--- src/rtl/ucdp_clk_pkg.sv ---
// ----------------------------------------------------------------------------
// ucdp_clk_pkg
// Shared types and limits for the ucdp clock-primitive family.
//   state_e   : handshake/run state of the divider FSM (IDLE, RUN, ACK)
//   fsm_t     : state plus the independent "output clock running" flag
//   MAX_WIDTH : largest supported divisor field width
//   width_ok  : legality check for a divisor width parameter
// ----------------------------------------------------------------------------
package ucdp_clk_pkg;

    localparam int unsigned MAX_WIDTH = 16;

    typedef enum logic [1:0] {
        ST_IDLE = 2'd0,
        ST_RUN  = 2'd1,
        ST_ACK  = 2'd2
    } state_e;

    // The ACK state says nothing about whether the divided clock is toggling,
    // so the run flag is carried alongside and decides where ACK returns to.
    typedef struct packed {
        state_e state;
        logic   run;
    } fsm_t;

    function automatic logic width_ok(input int width);
        return (width >= 1) && (width <= int'(MAX_WIDTH));
    endfunction

endpackage

--- src/rtl/ucdp_clk_div_cnt.sv ---
// ----------------------------------------------------------------------------
// ucdp_clk_div_cnt
// Phase counter of the integer clock divider. Counts 0..div_i while running;
// each output phase therefore lasts div_i+1 source cycles.
// Ports:
//   clk_i      : source clock
//   rst_an_i   : asynchronous reset, active-low
//   run_i      : counter active (divided clock running); held at 0 otherwise
//   phase_i    : current level of the divided clock
//   div_i      : active divisor (registered copy owned by the top)
//   tc_o       : terminal count, phase ends on the next edge
//   boundary_o : terminal count in the low phase, next edge would be rising
// ----------------------------------------------------------------------------
module ucdp_clk_div_cnt
    import ucdp_clk_pkg::*;
#(
    parameter int WIDTH = 4
) (
    input  logic             clk_i,
    input  logic             rst_an_i,
    input  logic             run_i,
    input  logic             phase_i,
    input  logic [WIDTH-1:0] div_i,
    output logic             tc_o,
    output logic             boundary_o
);

    if (!width_ok(WIDTH)) begin : g_width_err
        $error("ucdp_clk_div_cnt: WIDTH must be in 1..%0d", MAX_WIDTH);
    end

    logic [WIDTH-1:0] cnt_q;

    // Terminal count only matters while running; an idle divider has no phase.
    always_comb begin
        tc_o       = run_i && (cnt_q == div_i);
        boundary_o = tc_o && !phase_i;
    end

    // Wrap at terminal count and park at zero while idle, so a restart always
    // begins with a full-length high phase.
    always_ff @(posedge clk_i or negedge rst_an_i) begin
        if (!rst_an_i) begin
            cnt_q <= '0;
        end else if (!run_i || tc_o) begin
            cnt_q <= '0;
        end else begin
            cnt_q <= cnt_q + 1'b1;
        end
    end

endmodule

--- src/rtl/ucdp_clk_div.sv ---
// ----------------------------------------------------------------------------
// ucdp_clk_div
// Glitch-free integer clock divider with a registered 50% duty output.
// Output period is 2*(div+1) source cycles. Start/stop on en_i happens only at
// period boundaries so no runt pulses are produced; divisor updates use a
// 4-phase req/ack handshake and take effect at the next rising output edge.
// Parameters:
//   WIDTH   : divisor field width, 1..16
//   DIV_RST : divisor loaded at reset, must be < 2**WIDTH
// Ports:
//   clk_i    : source clock
//   rst_an_i : asynchronous reset, active-low
//   en_i     : run enable, level-sensitive
//   div_i    : requested divisor, stable while req_i is high
//   req_i    : ratio-update request
//   ack_o    : ratio-update acknowledge
//   busy_o   : divided clock running
//   tick_o   : one-cycle pulse in the first high cycle of clk_o
//   clk_o    : divided clock, straight from a flop
// Optional build macro:
//   UCDP_CLK_DIV_CHECK_EN (together with SIM) adds simulation-only checkers
//   for a corrupt source clock and for div_i changing during a request.
// ----------------------------------------------------------------------------
module ucdp_clk_div
    import ucdp_clk_pkg::*;
#(
    parameter int WIDTH   = 4,
    parameter int DIV_RST = 0
) (
    input  logic             clk_i,
    input  logic             rst_an_i,
    input  logic             en_i,
    input  logic [WIDTH-1:0] div_i,
    input  logic             req_i,
    output logic             ack_o,
    output logic             busy_o,
    output logic             tick_o,
    output logic             clk_o
);

    fsm_t             fsm_q;
    logic [WIDTH-1:0] div_q;
    logic             tc;
    logic             boundary;
    logic             run_nxt;
    logic             load;

    ucdp_clk_div_cnt #(
        .WIDTH (WIDTH)
    ) u_cnt (
        .clk_i      (clk_i),
        .rst_an_i   (rst_an_i),
        .run_i      (fsm_q.run),
        .phase_i    (clk_o),
        .div_i      (div_q),
        .tc_o       (tc),
        .boundary_o (boundary)
    );

    // The run decision and the divisor load are independent: a stop and a
    // load can coincide at one boundary. A load is accepted immediately when
    // idle, otherwise only at a boundary so the new ratio starts on a rising
    // edge. While ACK is held, further requests are ignored.
    always_comb begin
        run_nxt = fsm_q.run;
        if (!fsm_q.run && en_i) begin
            run_nxt = 1'b1;
        end else if (boundary && !en_i) begin
            run_nxt = 1'b0;
        end
        load = (fsm_q.state != ST_ACK) && req_i && (!fsm_q.run || boundary);
    end

    // Divided clock generation and handshake FSM; every output is a flop.
    always_ff @(posedge clk_i or negedge rst_an_i) begin
        if (!rst_an_i) begin
            fsm_q.state <= ST_IDLE;
            fsm_q.run   <= 1'b0;
            div_q       <= WIDTH'(DIV_RST);
            clk_o       <= 1'b0;
            tick_o      <= 1'b0;
            ack_o       <= 1'b0;
            busy_o      <= 1'b0;
        end else begin
            fsm_q.run <= run_nxt;
            busy_o    <= run_nxt;
            tick_o    <= 1'b0;

            if (!fsm_q.run) begin
                if (en_i) begin
                    clk_o  <= 1'b1;
                    tick_o <= 1'b1;
                end
            end else if (tc) begin
                if (clk_o) begin
                    clk_o <= 1'b0;
                end else if (en_i) begin
                    clk_o  <= 1'b1;
                    tick_o <= 1'b1;
                end
            end

            if (load) begin
                div_q       <= div_i;
                fsm_q.state <= ST_ACK;
                ack_o       <= 1'b1;
            end else if ((fsm_q.state == ST_ACK) && req_i) begin
                ack_o <= 1'b1;
            end else begin
                fsm_q.state <= run_nxt ? ST_RUN : ST_IDLE;
                ack_o       <= 1'b0;
            end
        end
    end

`ifdef UCDP_CLK_DIV_CHECK_EN
`ifdef SIM
    // Simulation-only: report a source clock going X/Z once it has been seen
    // toggling cleanly, once per episode.
    logic seen_zero     = 1'b0;
    logic seen_one      = 1'b0;
    logic corrupt_noted = 1'b0;

    always @(clk_i) begin
        if (clk_i === 1'b0) begin
            seen_zero     = 1'b1;
            corrupt_noted = 1'b0;
        end else if (clk_i === 1'b1) begin
            seen_one      = 1'b1;
            corrupt_noted = 1'b0;
        end else if (seen_zero && seen_one && !corrupt_noted) begin
            $display("SIMERROR: Corrupt Clock");
            corrupt_noted = 1'b1;
        end
    end

    // Simulation-only: the divisor must not move while a request waits for
    // its acknowledge.
    logic [WIDTH-1:0] div_prev = '0;
    logic             req_prev = 1'b0;

    always @(posedge clk_i) begin
        if (req_i && req_prev && !ack_o && (div_i !== div_prev)) begin
            $display("SIMERROR: div_i unstable");
        end
        div_prev <= div_i;
        req_prev <= req_i;
    end
`endif
`else
    // No checkers in the default build.
`endif

endmodule

--- config.mk ---
export PLATFORM = sky130hd
export DESIGN_NAME = ucdp_clk_div
export DESIGN_NICKNAME = d
export VERILOG_FILES = /design/src/rtl/ucdp_clk_pkg.sv /design/src/rtl/ucdp_clk_div_cnt.sv /design/src/rtl/ucdp_clk_div.sv
export SDC_FILE = /design/constraint.sdc
export NUM_CORES = 1
export LEC_CHECK = 0
export CAP_MARGIN = 20
export CORE_MARGIN = 10
export CORE_UTILIZATION = 47
export CTS_BUF_LIST = sky130_fd_sc_hd__clkbuf_4 sky130_fd_sc_hd__clkbuf_8
export DETAILED_ROUTE_END_ITERATION = 7
export MAX_ROUTING_LAYER = met4
export PLACE_DENSITY_LB_ADDON = 0.12
export SETUP_SLACK_MARGIN = 0.2
export SYNTH_ARGS = -nofsm -noshare
export SYNTH_HDL_FRONTEND = slang
export SYNTH_HIERARCHICAL = 1
export SYNTH_SLANG_ARGS = --single-unit
--- constraint.sdc ---
create_clock -name clk_i -period 1.6 [get_ports clk_i]
set_input_delay 0.32 -clock clk_i [delete_from_list [all_inputs] [get_ports clk_i]]
set_output_delay 0.32 -clock clk_i [all_outputs]
set_load 0.02 [all_outputs]
==> results.sh, run 1 <==
export IMPL_status="finished clean"
export IMPL_via_per_inst=4.86
export IMPL_post_route_period_util=0.989
export IMPL_cts_htree_levels=1
export IMPL_final_common_cell="dfrtp_1"
export IMPL_drt_pass1_iter_count=4
export IMPL_synth_cells=48
export IMPL_fmax_mhz=632
export IMPL_die_h_um=56.9
export IMPL_ys_top_cells_by_area="dfrtp_1 (55%), mux2_4 (9.4%), xnor2_1 (6.8%)"
export IMPL_maxCapViolCount=0
export IMPL_dieWidth_um=56.9
export IMPL_io_pins=12
export IMPL_final_nets=82
export IMPL_finalInstanceArea_sq_um=907
export IMPL_setup_viol=0
export IMPL_final_min_clock_period_ns=1.58
export IMPL_finalNonFillerCells=86
export IMPL_ant_nets=0
export IMPL_yosys_warnings=6
export IMPL_ir_drop_mv=1.02
export IMPL_rsz0062_at_grt="yes"
export IMPL_cts_buffers=3
export IMPL_routedWlPerCell_um=13.9
export IMPL_holdCritPathClass="input pin to async pin"
export IMPL_clk_pin_slew_ns=0.08
export IMPL_worstMarginPinSlew_ns=0.220
export IMPL_place_congestion=0.717
export IMPL_grt_pass1_vias=467
export IMPL_endpoint_kind="register"
export IMPL_synthDominantCellAreaShare=0.547
export IMPL_drc=0
export IMPL_cp_start_kind="register"
export IMPL_r2r_start="u_cnt/cnt_q[3]"
export IMPL_floorplan_rows=13
export IMPL_worst_ep_required_time_ns=1.75
export IMPL_dp_cells=80
export IMPL_postCtsHoldBufs=0
export IMPL_hold_viol=0
export IMPL_clock_sinks=14
export IMPL_drtIter0Drc=5
export IMPL_drt_wl_total_mm=1.20
export IMPL_avgSynthCellArea_sq_um=13.3
export IMPL_final_cell_mix="dfrtp_1 (14), buf_4 (9), clkdlybuf4s50_1 (7)"
export IMPL_path_class="register to register"
export IMPL_finalPower_mw=1.89
export IMPL_grt_usage=0.0799
export IMPL_powerDensity_mw_per_mm2=2080
export IMPL_synth_ff_latch_count=14
export IMPL_yosys_area_top_type="dfrtp_1"
export IMPL_overflow=0
export IMPL_syn_area_sq_um=641
export IMPL_reg2reg_depth=6
export IMPL_portBuffers=11
export IMPL_start_util=0.492
export IMPL_drive_gt1_frac=0.408
export IMPL_critical_path_slowest_cell="dfrtp_1"
export IMPL_area_growth_pct=41.6
export IMPL_reg2reg_slack_ns=0.02
export IMPL_arrival_ns=1.73
export IMPL_cpPeakStageDelay_ns=0.41
export IMPL_ys_seq_area_frac=0.547
export IMPL_place_area_sq_um=820
export IMPL_antenna_found_initial=0
export IMPL_clk_insertion_delay_late_ns=0.26
export IMPL_synth_cell_types=20
export IMPL_cts_buffer_depth=2
export IMPL_syn_nets=57
export IMPL_cts_root_buf="clkbuf_4"
export IMPL_place_detailed_hpwl_um=905
export IMPL_rr_endpoint="div_q[2]"
export IMPL_grt_pass1_wl_mm=2.03
export IMPL_slew_violations=0
export IMPL_grt_start_max_net_pins=15
export IMPL_critPathMaxFanout=4
export IMPL_path_cells="xnor2_2 -> nand4_2 -> nor3_2 -> nand2b_4 -> nand3_4 -> mux2_4"
export IMPL_cts_tree="built"
export IMPL_leakagePower_nw=0.440
export IMPL_slew_headroom=0.854
export IMPL_skew_ns=0.00160
export IMPL_antenna_cells=0
export IMPL_core_area_sq_mm=0.00130
export IMPL_die_area_sq_mm=0.00324
export IMPL_num_vias=418
-- worst max-delay path by stage --
stage / start / to / slack, ns / depth (start not counted)
global placement: div_q[1] / div_q[2] / 0.05 / 6
global route: u_cnt/cnt_q[3] / div_q[0] / -0.07 / 6
detailed placement: div_q[3] / div_q[2] / 0.03 / 6
CTS: u_cnt/cnt_q[3] / div_q[2] / 0.02 / 6
finish: u_cnt/cnt_q[3] / div_q[2] / 0.02 / 6
floorplan: u_cnt/cnt_q[0] / div_q[0] / 0.08 / 6
-- cell type report --
cell class | instances | area, sq um
clock buffers | 3 | 22.5
fillers | 100 | 394
inverters | 2 | 7.51
multi-input cells | 32 | 335
flip-flops and latches | 14 | 350
well taps | 15 | 18.8
repair buffers | 20 | 173
-- cell families after synthesis --
| kind of cell | after synthesis | share of synthesized area |
|---|---|---|
| flops | 14 | 0.547 |
| buf+inv | 2 | 0.0117 |
| compound gates | 4 | 0.0449 |
| simple gates | 17 | 0.201 |
| mux | 4 | 0.0938 |
| fa+ha+maj | 1 | 0.0195 |
| xor+xnor | 6 | 0.0820 |
-- cell usage after synthesis, drive strengths merged --
| cell | n |
|---|---|
| a31oi | 1 |
| nand4 | 1 |
| and2b | 1 |
| mux2 | 4 |
| nand3 | 2 |
| and3 | 3 |
| a21boi | 3 |
| xor2 | 1 |
| nor3b | 1 |
| inv | 2 |
| dfrtp | 14 |
| nor2 | 4 |
| nor3 | 1 |
| xnor2 | 5 |
| nand2b | 4 |
| ha | 1 |
-- metrics by stage --
| step | utilization | setup slack (ns) | setup TNS [ns] | hold WS, ns |
|---|---|---|---|---|
| after floorplan | - | 0.0791 | 0 | 0.0244 |
| after global placement | 0.630 | 0.0468 | 0 | 0.521 |
| after detailed placement | 0.630 | 0.0302 | 0 | 0.526 |
| after CTS | 0.669 | 0.0193 | 0 | 0.358 |
| after global routing | 0.697 | -0.0686 | -0.299 | 0.353 |
| final | 0.697 | 0.0182 | 0 | 0.359 |
-- timing repair --
action	4_1_cts	5_1_grt
resized for setup	9	6
setup buffers	2	1
pin swaps	2	2
endpoints found under the setup margin	11	14
-- critical path, delay by kind of cell, from the launching register on --
kind | cells | cell delay, ns
simple gates | 4 | 0.54
flops | 1 | 0.41
mux | 1 | 0.32
xor+xnor | 1 | 0.19
-- metal layers --
| layer | GRT usage | wire, um | vias up |
|---|---|---|---|
| li1 | - | - | 213 |
| met1 | 0.0898 | 555 | 201 |
| met2 | 0.132 | 617 | 4 |
| met3 | 0.0202 | 25 | 0 |
| met4 | 0.0302 | 0 | 0 |
| met5 | - | 0 | - |
-- sequential cells by signal, summed over array words and instances (netlist names) --
signal,cells
div_q,4
u_cnt/cnt_q,4
fsm_q,3
ack_o,1
clk_o,1
tick_o,1
-- power breakdown --
group / leakage (nW) / internal (mW) / total (mW) / switching (mW)
sequential: 0.171 / 0.523 / 0.651 / 0.128
combinational: 0.256 / 0.609 / 1.05 / 0.445
clock: 0.0138 / 0.0868 / 0.186 / 0.0996
total: 0.440 / 1.22 / 1.89 / 0.672
Power figures use the tool's default switching activity.
==> inputs of run 2 (changes only) <==
CAP_MARGIN = 30   (was 20)
==> results of run 2 <==
Same layout as run 1: the final DEF is identical, and so are final timing and power.
==> inputs of run 3 (changes only) <==
CORE_MARGIN = unset   (was 10)
CTS_CLUSTER_SIZE = 28   (was unset)
==> run 3 against run 2 <==
- clock skew rose by 0.00061 ns
- die area down 53%
- fmax grew 1.1%
- total power shrank 6.9%
- flip-flop and latch count stayed put
- core utilization up 3.0 points
- register-to-register slack better by 0.02 ns
- largest cell class unchanged
- largest power group unchanged
- highest routed layer unchanged
==> results.sh, run 3 (synthesis results as in run 1) <==
export IMPL_status="finished clean"
export IMPL_grt_pass1_vias=429
export IMPL_antenna_found_initial=0
export IMPL_slew_violations=0
export IMPL_antenna_cells=0
export IMPL_drc=0
export IMPL_post_route_period_util=0.978
export IMPL_worst_ep_required_time_ns=1.75
export IMPL_final_cell_mix="dfrtp_1 (14), clkdlybuf4s50_1 (7), buf_4 (6)"
export IMPL_p_int_mw=1.14
export IMPL_drt_wl_total_mm=1.04
export IMPL_setup_ws_ns=0.0348
export IMPL_via_per_inst=4.91
export IMPL_cts_buffers=3
export IMPL_routedWlPerCell_um=12.7
export IMPL_die_h_um=38.9
export IMPL_cts_htree_levels=1
export IMPL_rsz0062_at_grt="yes"
export IMPL_crit_start="div_q[2]"
export IMPL_path_cells="xnor2_2 -> nand4_2 -> nor3_2 -> nand2b_2 -> nand3_4 -> mux2_4"
export IMPL_reg2reg_depth=6
export IMPL_maxCapViolCount=0
export IMPL_io_pins=12
export IMPL_path_class="register to register"
export IMPL_place_detailed_hpwl_um=823
export IMPL_core_area_sq_mm=0.00119
export IMPL_clock_sinks=14
export IMPL_place_congestion=0.729
export IMPL_cp_start_kind="register"
export IMPL_cpPeakStageDelay_ns=0.41
export IMPL_endpoint_kind="register"
export IMPL_start_util=0.540
export IMPL_clk_pin_slew_ns=0.08
export IMPL_setup_viol=0
export IMPL_crit_family="simple AND/OR/NAND/NOR gates"
export IMPL_finalNonFillerCells=82
export IMPL_drtIter0Drc=7
export IMPL_portBuffers=11
export IMPL_dp_cells=79
export IMPL_grt_start_max_net_pins=15
export IMPL_finalPower_mw=1.76
export IMPL_leakagePower_nw=0.414
export IMPL_reg_top3="div_q: 4 flops, u_cnt/cnt_q: 4 flops, fsm_q: 3 flops"
export IMPL_final_min_clock_period_ns=1.57
export IMPL_p_clk_frac=0.107
export IMPL_cts_root_buf="clkbuf_4"
export IMPL_area_growth_pct=34.6
export IMPL_final_nets=79
export IMPL_num_vias=403
export IMPL_drt_pass1_iter_count=4
export IMPL_fillers=88
export IMPL_ant_nets=0
export IMPL_overflow=0
export IMPL_final_common_cell="dfrtp_1"
export IMPL_fmax_mhz=639
export IMPL_slew_headroom=0.855
export IMPL_clk_insertion_delay_late_ns=0.27
export IMPL_powerDensity_mw_per_mm2=2040
export IMPL_worst_path_buf_inv=0
export IMPL_grt_pass1_wl_mm=1.68
export IMPL_hold_viol=0
export IMPL_ir_drop_mv=1.22
export IMPL_critical_path_slowest_cell="dfrtp_1"
export IMPL_dieWidth_um=38.9
export IMPL_seqPwrFrac=0.373
export IMPL_net_switching_power_mw=0.622
export IMPL_critPathMaxFanout=4
export IMPL_floorplan_rows=12
export IMPL_postCtsHoldBufs=0
export IMPL_die_area_sq_mm=0.00151
export IMPL_holdCritPathClass="input pin to async pin"
export IMPL_cts_buffer_depth=2
export IMPL_dp_slack_ns=0.0171
export IMPL_skew_ns=0.00220
export IMPL_worstMarginPinSlew_ns=0.218
export IMPL_r2r_start="div_q[2]"
export IMPL_sw_frac_of_total=0.353
export IMPL_arrival_ns=1.72
export IMPL_reg2reg_slack_ns=0.03
export IMPL_rr_endpoint="div_q[0]"
export IMPL_drive_gt1_frac=0.368
export IMPL_grt_usage=0.176
export IMPL_combPwrFrac=0.520
export IMPL_cts_tree="built"
export IMPL_hold_slack_ns=0.349
run 3: worst max path at each step:
stage / endpoint / slack, ns / cells past startpoint
floorplan: div_q[0] / 0.08 / 6
global placement: div_q[3] / 0.03 / 6
detailed placement: div_q[0] / 0.02 / 6
CTS: div_q[0] / 0.01 / 6
global route: div_q[0] / -0.04 / 6
finish: div_q[0] / 0.03 / 6
run 3: cell type report:
class | instances | area, sq um | share of cell area
Sequential cell | 14 | 350 | 0.406
Timing Repair Buffer | 17 | 151 | 0.176
Clock buffer | 3 | 22.5 | 0.0261
Inverter | 2 | 7.51 | 0.00871
Multi-Input combinational cell | 32 | 313 | 0.363
Tap cell | 14 | 17.5 | 0.0203
run 3: power groups by stage:
| stage | combinational [mW] | sequential, mW | clock (mW) |
|---|---|---|---|
| 5_1_grt | 0.993 | 0.673 | 0.211 |
| 2_1_floorplan | 0.540 | 0.699 | 0 |
| 4_1_cts | 0.905 | 0.651 | 0.195 |
| 3_3_place_gp | 0.880 | 0.646 | 0 |
| 3_5_place_dp | 0.894 | 0.651 | 0 |
| 6_report | 0.916 | 0.656 | 0.188 |
run 3: through the flow:
stage,instance area [sq um],setup TNS [ns],util
after detailed placement,818,0,0.690
after global placement,818,0,0.690
after global routing,862,-0.120,0.727
final,862,0,0.727
after floorplan,646,0,-
after CTS,851,0,0.717
run 3: routing by layer:
layer	GRT usage	wire (um)	vias to the layer above
met2	0.288	523	12
li1	-	-	202
met3	0.0520	42	0
met5	-	0	-
met1	0.197	478	189
met4	0.0776	0	0
run 3: repair_timing:
item / in CTS / in global routing
setup buffers: 0 / 0
gates resized for setup: 8 / 3
pin swaps: 0 / 1
cloned: 0 / 0
endpoints found under the setup margin: 10 / 12
